<file path="src/rtl/pix_tx_framer.sv">
// rtl/pix_tx_framer.sv - CCD pixel buffer and line framer feeding the FT232H TX FIFO
// Frame: A5 5A line_hi line_lo {pix_hi pix_lo}*LINE_PIXELS csum (XOR of pixel bytes).
module pix_tx_framer #(
   parameter int LINE_PIXELS = 2048,
   parameter int DEPTH       = 64
) (
   input  logic        clk_100M,
   input  logic        nrst,
   input  logic        en,
   input  logic        pix_valid,
   input  logic [15:0] pix_data,
   input  logic        tx_full,
   output logic        tx_wrreq,
   output logic [7:0]  tx_data,
   output logic [15:0] line_cnt,
   output logic        ovf
);

   localparam int AW = $clog2(DEPTH);

   typedef enum logic [2:0] {IDLE, HDR0, HDR1, LNH, LNL, PXH, PXL, CSUM} state_t;

   state_t      state, state_nx;
   logic [15:0] mem [DEPTH];
   logic [AW:0] wr_ptr, rd_ptr;
   logic [15:0] head;
   logic [15:0] pix_idx;
   logic [7:0]  lo_byte, csum;
   logic        empty, full, push, pop, byte_ok, last_pix;
   logic        en_q, en_rise, clr_pend, do_clr;

   assign empty    = (wr_ptr == rd_ptr);
   assign full     = (wr_ptr[AW] != rd_ptr[AW]) && (wr_ptr[AW-1:0] == rd_ptr[AW-1:0]);
   assign head     = mem[rd_ptr[AW-1:0]];
   assign last_pix = (pix_idx == 16'(LINE_PIXELS - 1));

   // In PXH an empty buffer is only usable once the scan has stopped (zero padding).
   assign byte_ok  = (state != PXH) || !empty || !en;
   assign tx_wrreq = (state != IDLE) && !tx_full && byte_ok;
   assign pop      = (state == PXH) && tx_wrreq && !empty;
   assign push     = pix_valid && en && (!full || pop);

   assign en_rise  = en && !en_q;
   assign do_clr   = (state == IDLE) && (en_rise || clr_pend);

   always_comb begin
      state_nx = state;
      tx_data  = 8'h00;
      case (state)
         IDLE: if (!empty) state_nx = HDR0;
         HDR0: begin
            tx_data = 8'hA5;
            if (tx_wrreq) state_nx = HDR1;
         end
         HDR1: begin
            tx_data = 8'h5A;
            if (tx_wrreq) state_nx = LNH;
         end
         LNH: begin
            tx_data = line_cnt[15:8];
            if (tx_wrreq) state_nx = LNL;
         end
         LNL: begin
            tx_data = line_cnt[7:0];
            if (tx_wrreq) state_nx = PXH;
         end
         PXH: begin
            tx_data = empty ? 8'h00 : head[15:8];
            if (tx_wrreq) state_nx = PXL;
         end
         PXL: begin
            tx_data = lo_byte;
            if (tx_wrreq) state_nx = last_pix ? CSUM : PXH;
         end
         CSUM: begin
            tx_data = csum;
            if (tx_wrreq) state_nx = IDLE;
         end
         default: state_nx = IDLE;
      endcase
   end

   always_ff @(posedge clk_100M) begin
      if (push) mem[wr_ptr[AW-1:0]] <= pix_data;
   end

   always_ff @(posedge clk_100M or negedge nrst) begin
      if (!nrst) begin
         state    <= IDLE;
         wr_ptr   <= '0;
         rd_ptr   <= '0;
         pix_idx  <= '0;
         lo_byte  <= '0;
         csum     <= '0;
         line_cnt <= '0;
         ovf      <= 1'b0;
         en_q     <= 1'b0;
         clr_pend <= 1'b0;
      end else begin
         state <= state_nx;
         en_q  <= en;
         if (push) wr_ptr <= wr_ptr + 1'b1;
         if (pop)  rd_ptr <= rd_ptr + 1'b1;

         // A scan restart mid-frame is deferred until the framer is back in IDLE.
         if (do_clr)       clr_pend <= 1'b0;
         else if (en_rise) clr_pend <= 1'b1;

         if (do_clr) ovf <= 1'b0;
         if (pix_valid && en && full && !pop) ovf <= 1'b1;

         if (do_clr)                          line_cnt <= '0;
         else if (state == CSUM && tx_wrreq)  line_cnt <= line_cnt + 16'd1;

         if (state == IDLE) begin
            pix_idx <= '0;
            csum    <= '0;
         end
         if (state == PXH && tx_wrreq) lo_byte <= empty ? 8'h00 : head[7:0];
         if (state == PXL && tx_wrreq) pix_idx <= pix_idx + 16'd1;
         if ((state == PXH || state == PXL) && tx_wrreq) csum <= csum ^ tx_data;
      end
   end

endmodule

</file>
<file path="config.mk">
export PLATFORM = sky130hd
export DESIGN_NAME = pix_tx_framer
export DESIGN_NICKNAME = d
export VERILOG_FILES = /design/src/rtl/pix_tx_framer.sv
export SDC_FILE = /design/constraint.sdc
export NUM_CORES = 1
export LEC_CHECK = 0
export ABC_AREA = 1
export BUFFER_PORTS_ARGS = -buffer_cell sky130_fd_sc_hd__buf_2
export CAP_MARGIN = 0
export CELL_PAD_IN_SITES_DETAIL_PLACEMENT = 1
export CELL_PAD_IN_SITES_GLOBAL_PLACEMENT = 2
export CORE_ASPECT_RATIO = 1.75
export CORE_MARGIN = 10
export CORE_UTILIZATION = 43
export DETAILED_ROUTE_END_ITERATION = 7
export GPL_TIMING_DRIVEN = 0
export PLACE_DENSITY = 0.81
export SLEW_MARGIN = 20
export SYNTH_ARGS = -nofsm -noshare
export SYNTH_HDL_FRONTEND = slang
export SYNTH_SLANG_ARGS = --single-unit
</file>
<file path="constraint.sdc">
create_clock -name clk_100M -period 3.8 [get_ports clk_100M]
set_clock_uncertainty 0.2 [all_clocks]
set_input_delay 0.38 -clock clk_100M [delete_from_list [all_inputs] [get_ports clk_100M]]
set_output_delay 0.38 -clock clk_100M [all_outputs]
set_load 0.02 [all_outputs]
</file>
Word level (Yosys, flattened, before mapping)
Memories as Yosys holds them, arrays and structs flattened. Index checks and enable logic that the tools add are counted.

$add $sub $neg: 4. Eq/ne operators: 20. Muxes and demuxes: 25. Bitwise gates (word level): 1. Reduce and logical (&&, ||, !) cells: 33.

Operators by type and width (number): $mux W16 (4); $pmux W8 S7 (1); $add A16 B1 Y16 const B (2); $mux W8 (4); $mux W3 (8); $pmux W3 S8 (1); $eq A16 B11 Y1 const B (1); $ne A2 B2 Y1 const B (8); $add A7 B1 Y7 const B (2); $logic_and A1 B1 Y1 (14); $eq A3 B3 Y1 const B (4); $reduce_bool A2 Y1 (5); $reduce_and A8 Y1 (1); $xor A8 B8 Y8 (1); $eq A7 B7 Y1 (1); $eq A3 B2 Y1 const B (2); $eq A6 B6 Y1 (1); $logic_not A1 Y1 (6); $mux W1 (6); $logic_or A1 B1 Y1 (5); $eq A3 B1 Y1 const B (1); $logic_not A3 Y1 (1); $ne A3 B3 Y1 const B (1); $reduce_bool A3 Y1 (1); other kinds (2) (2).

Flip-flop bits (word level): 68. Bits in writable memories: 1024. Output and inout bits: 26. Logic and storage cells: 94. Memories: 1.

Memory list: mem (words 64, width 16, rd ports 1, clocked after memory_dff 0, wr ports 1, line 24) `logic [15:0] mem [DEPTH];`.

Longest topological paths before layout
Word-level depth: 11. Depth in mapped cells: 22.

Least setup slack after synthesis
No wires, ideal clock.

Kind: reg-to-reg. Start point: register rd_ptr[1]. End point: memory mem[0][0] (enable). Arrival time: 2323 ps. Required time: 3212 ps. Path slack: 888 ps. Stages on the path, launching flop included: 16. Path buffers: 2. Period minus slack after synthesis: 2912 ps. Cells stage by stage: dfrtp_1 -> buf_4 -> inv_2 -> nand2_1 -> nand4_1 -> nor2_1 -> nand2_1 -> nor2_2 -> nand3_2 -> nand2_4 -> o21ai_4 -> nand2_2 -> inv_2 -> buf_6 -> nand2_2 -> nor2_1.

Cells in the longest elaborated chain, start to end: 11.

RTL lines: start, declared (line 25) `logic [AW:0] wr_ptr, rd_ptr;`; start signal, assigned (line 103) `if (pop) rd_ptr <= rd_ptr + 1'b1;`; $eq A7 B7 Y1 (line 32) `assign empty = (wr_ptr == rd_ptr);`; $logic_not A1 Y1; $logic_or A1 B1 Y1 (2 in series) (line 38) `assign byte_ok = (state != PXH) || !empty || !en;`; $logic_and A1 B1 Y1 (line 39) `assign tx_wrreq = (state != IDLE) && !tx_full && byte_ok;`; $logic_and A1 B1 Y1 (2 in series) (line 40) `assign pop = (state == PXH) && tx_wrreq && !empty;`; $logic_or A1 B1 Y1 (*) (line 41) `assign push = pix_valid && en && (!full || pop);`; $logic_and A1 B1 Y1 (*) (line 41); $mux W1 (*) (line 84) `if (push) mem[wr_ptr[AW-1:0]] <= pix_data;`; $mux W1 (not written as such) (*) (line 84); end, declared (line 24).

Every way passes the cells marked *; elsewhere a longest branch is shown, timed or not.

Worst setup path in the final report
Start point: register rd_ptr[1]. End point: output tx_data[5].

Cells in the longest elaborated chain, start to end: 3.

RTL lines: $mem_v2 Z64 W16 or $eq A7 B7 Y1 (tied branches); $mux W8 (*) (line 68) `tx_data = empty ? 8'h00 : head[15:8];`; $pmux W8 S7 (*) (line 49) `case (state)`; end, declared (line 14) `output logic [7:0] tx_data,`.

Marks and branches as above.

==> out/qor.csv <==
stage;metric;value;unit
worst_setup_path;Req. time, crit path;3.22;ns
sta;Worst Max-Slew Pin Slew;1.10;ns
cells_and_area;post-route design area;54400;um^2
die;Core Rows;158;
worst_setup_path;Bufs and invs on worst path;4;
yosys;post-synthesis cell type count;45;
yosys;Yosys reg bits;1092;
worst_setup_path;CP Cell Sequence;buf_4, buf_6, buf_2, o21ai_0, o21ai_0, nand2_1, nand2_1, nor2_1, nand2_1, nand3_4, nand2_2, nand2_1, nand2_2, buf_2;
sta;Worst slew margin;26.8;%
route;routed vias;34065;
worst_setup_path;top cell family by delay on the critical path;buffers and inverters;
cells_and_area;most frequent cells in the layout;1,024 x edfxtp_1, 806 x nand2_1, 505 x nor2_1, 337 x o21ai_0, 308 x nand3_1;
cells_and_area;Area growth syn-to-layout;19.2;%
yosys;Netlist Area Pre-Place;45700;um^2
clock_network;CTS Buffer Depth;3;
cells_and_area;Non-Filler Instances;5718;
cells_and_area;most common cell after layout, fill and taps aside;edfxtp_1;
die;core area;106000;um^2
global_routing;vias in the first global route;35289;
cells_and_area;layout cells sized above 1;14.4;%
sta;Worst Slack Setup Final;-0.0533;ns
worst_setup_path;FF-to-FF path depth;11;
die;Starting Density;43.2;%
global_routing;global-route wire length before repair;255000;um
yosys;EDFF count, synth;1024;
die;Die Wd;266;um
yosys;post-synthesis sequential area ratio;71.0;%
yosys;Main synth FF type;edfxtp_1;
cells_and_area;final net count;4296;
status;status;finished with violations;
sta;Final Cycle Share;101;%
min_path;hold-critical path depth;1;
clock_network;clock latency on the worst-skew pair;0.76;ns
die;I/O pins;47;
die;Die Y;451;um
route;Pre-antenna DRT Iters;8;
clock_network;CTS tree;yes;
sta;f_max;260;MHz
clock_network;Worst-path clk slew;0.07;ns
clock_network;CTS Root Cell;clkbuf_16;
global_routing;largest net degree at the start of global routing;65;
global_routing;initial antenna violation count;5;
global_routing;grt total ovfl;0;
worst_setup_path;worst-path maximum fanout;10;
yosys;yosys warns;0;
place;routability congestion estimate from global placement;0.903;
place;placed insts;5457;
route;final WL;179000;um
sta;final hold slack;0.00134;ns
place;placed cell areas;49100;um^2
min_path;worst hold path type;in -> reg;
sta;min Tclk post-route;3.85;ns
sta;RSZ-0062 raised after global routing;true;
job;# Max-Cap Violations;0;
place;IO buf count;46;
die;die area;120000;um^2
place;DPL Wire Length;120000;um
route;Initial DRC Count;3708;
clock_network;number of buffers created by CTS;100;
sta;pins over their slew limit;0;
yosys;Syn Area/Cell;11.4;um^2
sta;Fin. Hold Viols;0;
power;Max IR drop VDD;0.338;mV
worst_setup_path;Setup crit end kind;primary output;
route;vias per cell;5.96;
worst_setup_path;crit path max-delay cell type;dfrtp_1;
yosys;Cells after Synth;4008;
sta;Final setup violation count;2;
power;Power Density;761;nW/um^2
power;leakage;19.8;nW
worst_setup_path;Max stage delay on crit path;0.36;ns
route;DRC viols;0;
route;Final ANT Viol Nets;0;
route;drt wl/cell;31.3;um
worst_setup_path;CP Launch Type;register;
clock_network;clk sink count;1092;
worst_setup_path;cell mode on critical path;nand2_1;
status;failing checks;negative setup slack;
sta;Setup TNS;-0.0621;ns
worst_setup_path;Worst Path Class, Setup;reg -> out;
yosys;async set-reset flop share out of synthesis;6.23;%
clock_network;H-tree depth;3;
global_routing;all-layer global routing usage;29.7;%
worst_setup_path;WP depth;14;
yosys;syn nets;4033;
worst_setup_path;critical path arrival;3.27;ns
==> registers in the layout (all words and copies together) (netlist names), 3 cells and up <==
register,cells
state,3
mem,1024
lo_byte,8
csum,8
wr_ptr,7
rd_ptr,7
pix_idx,16
line_cnt,16
==> per-stage QoR <==
stage | util [%] | total power [mW] | worst slack (ns)
after global placement | 45.0 | 28.8 | -1.22
final | 51.5 | 41.5 | -0.0533
after detailed placement | 46.4 | 29.2 | -0.404
after floorplan | - | 22.1 | 0.888
after global routing | 51.5 | 42.8 | -0.170
after CTS | 51.0 | 40.6 | -0.114
==> kinds of logic after synthesis <==
group,synth area share [%]
xor+xnor,0.460
buf+inv,5.08
fa+ha+maj,0.110
simple gates,15.9
flops,71.0
compound gates,7.40
==> cells in the mapped netlist (3+ instances only) <==
master | n | area, um^2
o221ai_1 | 26 | 228
nand2_1 | 829 | 3110
nor3_1 | 7 | 35.0
nor2_1 | 573 | 2150
xor2_1 | 19 | 166
dfrtp_1 | 68 | 1700
inv_2 | 12 | 45.0
nand2_4 | 3 | 33.8
buf_4 | 23 | 173
or2_2 | 8 | 50.1
buf_1 | 14 | 52.6
nand3_1 | 324 | 1620
nand4_1 | 23 | 144
edfxtp_1 | 1024 | 30700
o211ai_1 | 41 | 308
o22ai_1 | 82 | 513
xnor2_1 | 5 | 43.8
a21oi_1 | 38 | 190
inv_1 | 270 | 1010
clkbuf_1 | 78 | 293
o21ai_1 | 52 | 260
a31oi_1 | 3 | 18.8
nor4_1 | 5 | 31.3
buf_2 | 72 | 360
o31ai_1 | 6 | 45.0
a211oi_1 | 3 | 22.5
nand2_2 | 4 | 25.0
ha_1 | 4 | 50.1
buf_6 | 30 | 338
nor2_2 | 7 | 43.8
o21ai_0 | 338 | 1690
==> power by group <==
| part | internal (mW) | total (mW) | switching, mW |
|---|---|---|---|
| combinational | 4.41 | 16.4 | 12.0 |
| sequential | 13.5 | 13.9 | 0.362 |
| clock | 6.39 | 11.2 | 4.78 |
| total | 24.3 | 41.5 | 17.1 |
==> worst reg2reg max path: stages, from the launching register on <==
cell	delay, ns
dfrtp_1	0.41
buf_2	0.20
inv_1	0.15
clkbuf_4	0.33
buf_2	0.38
buf_1	0.67
o211ai_1	0.54
nand3_1	0.28
nand2_1	0.07
nand3_1	0.10
nand2_1	0.22
nand2_1	0.13
==> area by class of cell <==
class,instances,area [um^2]
antenna,2,5.00
buffer,217,1590
clock buffer,125,2660
clock inverter,62,918
fill,10994,51300
inverter,285,1080
multi-input combinational,2412,11600
sequential,1092,32500
tap,1360,1700
timing repair buffer,163,2440
==> layer usage <==
layer / routed length [um] / share of wire, % / up-vias / global-route usage, %
li1: - / - / 14438 / -
met1: 60600 / 34 / 17360 / 31.8
met2: 92300 / 51 / 1691 / 52.7
met3: 11600 / 6.5 / 576 / 4.71
met4: 14700 / 8.2 / 0 / 21.1
met5: 0 / 0 / - / 0
==> repair_timing <==
action,CTS,global route
gates cloned,0,1
endpoints found under the setup margin,624,751
buffers inserted,54,12
hold buffers,7,0
pin swaps,42,12
resized for setup,116,110
endpoints found under the hold margin,74,0
==> worst paths after layout <==
| kind | slack, ns | to | from |
|---|---|---|---|
| setup reg to reg | 0.02 | lo_byte[3] | rd_ptr[3] |
| max in group asynchronous | 2.60 | csum[2] | nrst |
| hold reg to reg | 0.29 | lo_byte[6] | lo_byte[6] |
| min in group asynchronous | 0.53 | en_q | nrst |
| setup / recovery | -0.05 | tx_data[5] | rd_ptr[1] |
| hold / removal | 0.001 | mem[31][6] | pix_data[6] |
No activity file was read; power rests on OpenSTA's default activity.
